**src/rtl/imem_loader.sv**
```systemverilog
// Boot-time instruction memory loader: assembles a length-prefixed byte stream into
// 32-bit words, writes them to imem and releases the CPU once the checksum matches.
//
// state   | meaning
// --------+-------------------------------------------------
// S_HDR0  | waiting for LEN_LO
// S_HDR1  | waiting for LEN_HI, range-checks the word count
// S_DATA  | assembling payload words, one imem write per 4 bytes
// S_CSUM  | waiting for the checksum byte
// S_DONE  | image accepted, CPU released
// S_ERROR | length or checksum failure, CPU held in reset
module imem_loader #(
    parameter int ADDR_W = 8
) (
    input  logic              clk,
    input  logic              reset,
    input  logic [7:0]        rx_data,
    input  logic              rx_valid,
    output logic              rx_ready,
    input  logic              restart,
    output logic              imem_we,
    output logic [ADDR_W-1:0] imem_waddr,
    output logic [31:0]       imem_wdata,
    output logic [ADDR_W:0]   words_loaded,
    output logic              cpu_run,
    output logic              done,
    output logic              error
);

    typedef enum logic [2:0] {
        S_HDR0,
        S_HDR1,
        S_DATA,
        S_CSUM,
        S_DONE,
        S_ERROR
    } state_t;

    localparam logic [16:0] MAX_WORDS = 17'd1 << ADDR_W;

    state_t      state;
    state_t      state_next;
    logic [15:0] len;
    logic [1:0]  byte_idx;
    logic [23:0] asm_q;
    logic [7:0]  csum_acc;
    logic        accept;
    logic [15:0] len_full;
    logic        last_word;

    // Gated by reset so the stream cannot be accepted while reset is held.
    assign rx_ready  = reset & (state != S_DONE) & (state != S_ERROR);
    assign accept    = rx_valid & rx_ready;
    assign len_full  = {rx_data, len[7:0]};
    assign last_word = (16'(words_loaded) + 16'd1) == len;

    always_comb begin
        state_next = state;
        case (state)
            S_HDR0: if (accept) state_next = S_HDR1;
            S_HDR1: begin
                if (accept) begin
                    if ({1'b0, len_full} > MAX_WORDS) state_next = S_ERROR;
                    else if (len_full == 16'd0)       state_next = S_CSUM;
                    else                              state_next = S_DATA;
                end
            end
            S_DATA: if (accept && byte_idx == 2'd3 && last_word) state_next = S_CSUM;
            S_CSUM: begin
                if (accept) state_next = (rx_data == csum_acc) ? S_DONE : S_ERROR;
            end
            S_DONE:  state_next = S_DONE;
            S_ERROR: state_next = S_ERROR;
            default: state_next = S_HDR0;
        endcase
        if (restart) state_next = S_HDR0;
    end

    always_ff @(posedge clk) begin
        if (!reset) begin
            state        <= S_HDR0;
            len          <= '0;
            byte_idx     <= '0;
            asm_q        <= '0;
            csum_acc     <= '0;
            words_loaded <= '0;
            imem_we      <= 1'b0;
            imem_waddr   <= '0;
            imem_wdata   <= '0;
            cpu_run      <= 1'b0;
            done         <= 1'b0;
            error        <= 1'b0;
        end else begin
            state   <= state_next;
            imem_we <= 1'b0;
            if (restart) begin
                len          <= '0;
                byte_idx     <= '0;
                csum_acc     <= '0;
                words_loaded <= '0;
                cpu_run      <= 1'b0;
                done         <= 1'b0;
                error        <= 1'b0;
            end else begin
                done    <= (state == S_DONE);
                cpu_run <= (state == S_DONE);
                error   <= (state_next == S_ERROR);
                if (accept) begin
                    case (state)
                        S_HDR0: begin
                            len[7:0]     <= rx_data;
                            byte_idx     <= '0;
                            csum_acc     <= '0;
                            words_loaded <= '0;
                        end
                        S_HDR1: len[15:8] <= rx_data;
                        S_DATA: begin
                            csum_acc <= csum_acc ^ rx_data;
                            byte_idx <= byte_idx + 2'd1;
                            // Little-endian: earlier bytes shift down toward [7:0].
                            if (byte_idx == 2'd3) begin
                                imem_we      <= 1'b1;
                                imem_waddr   <= words_loaded[ADDR_W-1:0];
                                imem_wdata   <= {rx_data, asm_q};
                                words_loaded <= words_loaded + 1'b1;
                            end else begin
                                asm_q <= {rx_data, asm_q[23:8]};
                            end
                        end
                        default: ;
                    endcase
                end
            end
        end
    end

endmodule
```
**config.mk**
```make
export PLATFORM = sky130hd
export DESIGN_NAME = imem_loader
export DESIGN_NICKNAME = d
export VERILOG_FILES = /design/src/rtl/imem_loader.sv
export SDC_FILE = /design/constraint.sdc
export NUM_CORES = 1
export LEC_CHECK = 0
export ABC_AREA = 1
export BUFFER_PORTS_ARGS = -buffer_cell sky130_fd_sc_hd__buf_4
export CORE_ASPECT_RATIO = 1.1
export CORE_MARGIN = 1
export CORE_UTILIZATION = 51
export DETAILED_ROUTE_END_ITERATION = 6
export GPL_TIMING_DRIVEN = 0
export PLACE_DENSITY_LB_ADDON = 0.15
export SLEW_MARGIN = 20
export SYNTH_ARGS = -nofsm -noshare
export SYNTH_HDL_FRONTEND = slang
export SYNTH_SLANG_ARGS = --single-unit
```
**constraint.sdc**
```tcl
create_clock -name clk -period 1.72 [get_ports clk]
set_clock_uncertainty 0.05 [all_clocks]
set_input_delay 0.258 -clock clk [delete_from_list [all_inputs] [get_ports clk]]
set_output_delay 0.258 -clock clk [all_outputs]
set_load 0.03 [all_outputs]
```
==> flow_summary.yaml <==
power_and_ir_drop:
  p_leak_nw: 2.55
  p_clk_share_pct: 35.0
  ir_worst_vdd_uv: 492
  combPwrFrac_pct: 6.7
  switching_share_pct: 26.6
  powerDensity_nw_per_um2: 744
  p_int_w: 0.00309
  seq_power_share_pct: 58.4
  power_switching_w: 0.00112
sta:
  tightest_slew_ns: 0.639
  period_share_pct: 99.2
  rsz0062_at_grt: "yes"
  period_minus_slack_ns: 1.71
  setup_viol: 0
  hold_viol_final: 0
  setup_ws_ns: 0.0137
  drv_slew: 0
  max_freq_ghz: 0.586
  relSlewSlack_pct: 57.2
cts:
  cts_buffers: 9
  cts_tree: "done"
  clkSinkCount: 105
  cts_root_buf: "clkbuf_8"
  path_clk_slew_ns: 0.11
  worstSkewPairLatency_ns: 0.38
  cts_hold_buffers: 0
  htree_levels: 3
  cts.path.max_buffers: 2
setup_path:
  critPathMaxFanout: 10
  timing.rr.end: "imem_wdata[18]"
  crit_path_start_kind: "flop"
  crit_required_ns: 1.98
  cp.arrival_ns: 1.97
  worstSetupStartpoint: "state[1]"
  reg2reg_depth: 11
  reg2reg_from: "state[1]"
  path_class: "flop to flop"
  reg2reg_slack_ns: 0.01
  end_kind: "flop"
synthesis:
  synth_area_leader_cell: "dfxtp_1"
  synth_area_leaders: "dfxtp_1, nor2_1, o21ai_0"
  synth_ff_type: "dfxtp_1"
  ys_types: 31
  synthCells: 585
  async_reset_ff_share_pct: 0
  synth_seq_area_share_pct: 47.0
  yosysMostFrequentCell: "nor2_1"
  netlist_top_cells_count: "nor2_1, dfxtp_1, nand2_1"
  synth_top_area_share_pct: 47.0
  synth_edf_count: 0
  synth_nets: 599
  syn_area_um2: 4480
  ys_ff_latch: 105
  ys_warn_count: 0
  synth.avg_cell_area_um2: 7.65
global_route:
  grt_pass1_wl_um: 18300
  grt_pass1_vias: 3854
  grt_max_degree: 20
  gr-usage-all-layers_pct: 25.5
  antenna_found_initial: 0
  grt-ovfl-total: 0
hold_path:
  hold_path_end: "len[14]"
  min_path_type: "input pin to flop"
  min_path_cells: 3
  worstHoldStart: "rx_data[6]"
routing:
  dr.pass1.iters: 7
  via_count: 4163
  routed_via_density: 5.22
  wl_um: 11300
  detail_route.iter0.violations: 223
  ant_nets: 0
  wl_per_cell_um: 14.2
  post-route-drc-count: 0
die:
  fp.dieArea_um2: 9150
  die_w_um: 91.3
  die_y_um: 100
  start_util_pct: 53.0
  ioPinCount: 66
  core_um2: 8450
  row_count: 35
placed_design:
  place_hpwl_um: 7890
  dpl.cell_count: 761
  gp_congestion: 0.896
  port-buffer-count: 65
  preCtsSetupSlack_ns: -0.201
run_status:
  status: "finished clean"
run:
  max_cap_viol_count: 0
final_layout:
  finalNetCount: 695
  utilization_pct: 67.0
  area_growth_pct: 26.6
  fillers: 722
  drive_above_1_share_pct: 28.3
  diodes: 0
  stdcell_count: 797
-- metrics by stage --
stage	hold slack [ns]	cell area (um^2)	TNS [ns]	power (W)
2_1_floorplan	0.343	4480	0	0.00268
3_5_place_dp	0.397	5100	-6.46	0.00278
5_1_grt	0.152	5670	-0.734	0.00437
4_1_cts	0.140	5440	0	0.00423
6_report	0.147	5670	0	0.00422
3_3_place_gp	0.390	5100	-6.58	0.00277
-- worst max-delay path by stage --
stage	endpoint	slack [ns]	cells past startpoint
CTS	imem_wdata[22]	0.0009	11
global placement	asm_q[9]	-0.19	10
detailed placement	asm_q[9]	-0.20	10
floorplan	imem_wdata[10]	0.009	11
finish	imem_wdata[18]	0.01	11
global route	len[2]	-0.06	8
-- state kept, by name, summed over array words and instances (netlist names) --
register      flops
byte_idx          2
imem_we           1
len              16
state             3
words_loaded      9
error             1
imem_waddr        8
done              1
asm_q            24
csum_acc          8
imem_wdata       32
-- area by class of cell --
class / count / area (um^2) / area share [%]
Sequential cell: 105 / 2120 / 37.4
Tap cell: 111 / 139 / 2.45
Timing Repair Buffer: 86 / 679 / 12.0
Multi-Input combinational cell: 403 / 2150 / 37.9
Clock buffer: 9 / 124 / 2.19
Buffer: 28 / 198 / 3.49
Inverter: 48 / 193 / 3.40
Clock inverter: 7 / 63.8 / 1.13
-- repair_timing --
action                                  4_1_cts  5_1_grt
resized for setup                            23       47
gates cloned                                  0        1
pin swaps                                     5       24
endpoints found under the setup margin       63       69
setup buffers                                10       10
-- cells in the final DEF (no fill, tap or decap), drive strengths merged, types with 2 or more instances in the layout --
master / Yosys / routed
o211a: 8 / 8
nand4: 4 / 4
nand2: 69 / 69
a211oi: 3 / 3
nand3: 24 / 24
xor2: 2 / 2
xnor2: 9 / 9
buf: 17 / 102
clkbuf: 12 / 21
inv: 48 / 51
nor3: 3 / 3
clkinv: 0 / 3
ha: 2 / 2
dfxtp: 105 / 105
o21ai: 94 / 94
a21oi: 44 / 44
nor2: 138 / 138
-- critical path, stage by stage, from the launching register on --
cell     delay, ns
dfxtp_2       0.34
buf_6         0.12
nor2_4        0.05
nor2_4        0.13
nand2_4       0.09
nor2_4        0.14
nand2_4       0.09
nor2_8        0.18
buf_12        0.16
buf_8         0.13
o21ai_1       0.06
nor2_1        0.11
-- cells by family after synthesis --
family	share of synthesized area [%]
AO/OA/AOI/OAI	18.6
XOR/XNOR	2.15
adder cells (fa/ha/maj)	0.559
buffers and inverters	8.14
flip-flops	47.0
AND/OR/NAND/NOR	23.6
-- metal layers --
metal | vias up | routed length, um | track usage [%]
li1 | 2102 | - | -
met1 | 1927 | 4970 | 31.3
met2 | 107 | 5500 | 44.1
met3 | 27 | 493 | 3.79
met4 | 0 | 325 | 12.5
met5 | - | 0 | 0
-- power by group through the flow --
stage	sequential, W	clock [W]	combinational, W
floorplan	0.00252	0	0.000155
global placement	0.00252	0	0.000250
detailed placement	0.00252	0	0.000254
CTS	0.00246	0.00151	0.000264
global route	0.00246	0.00160	0.000308
finish	0.00246	0.00148	0.000281
No activity file was read; power rests on OpenSTA's default activity.
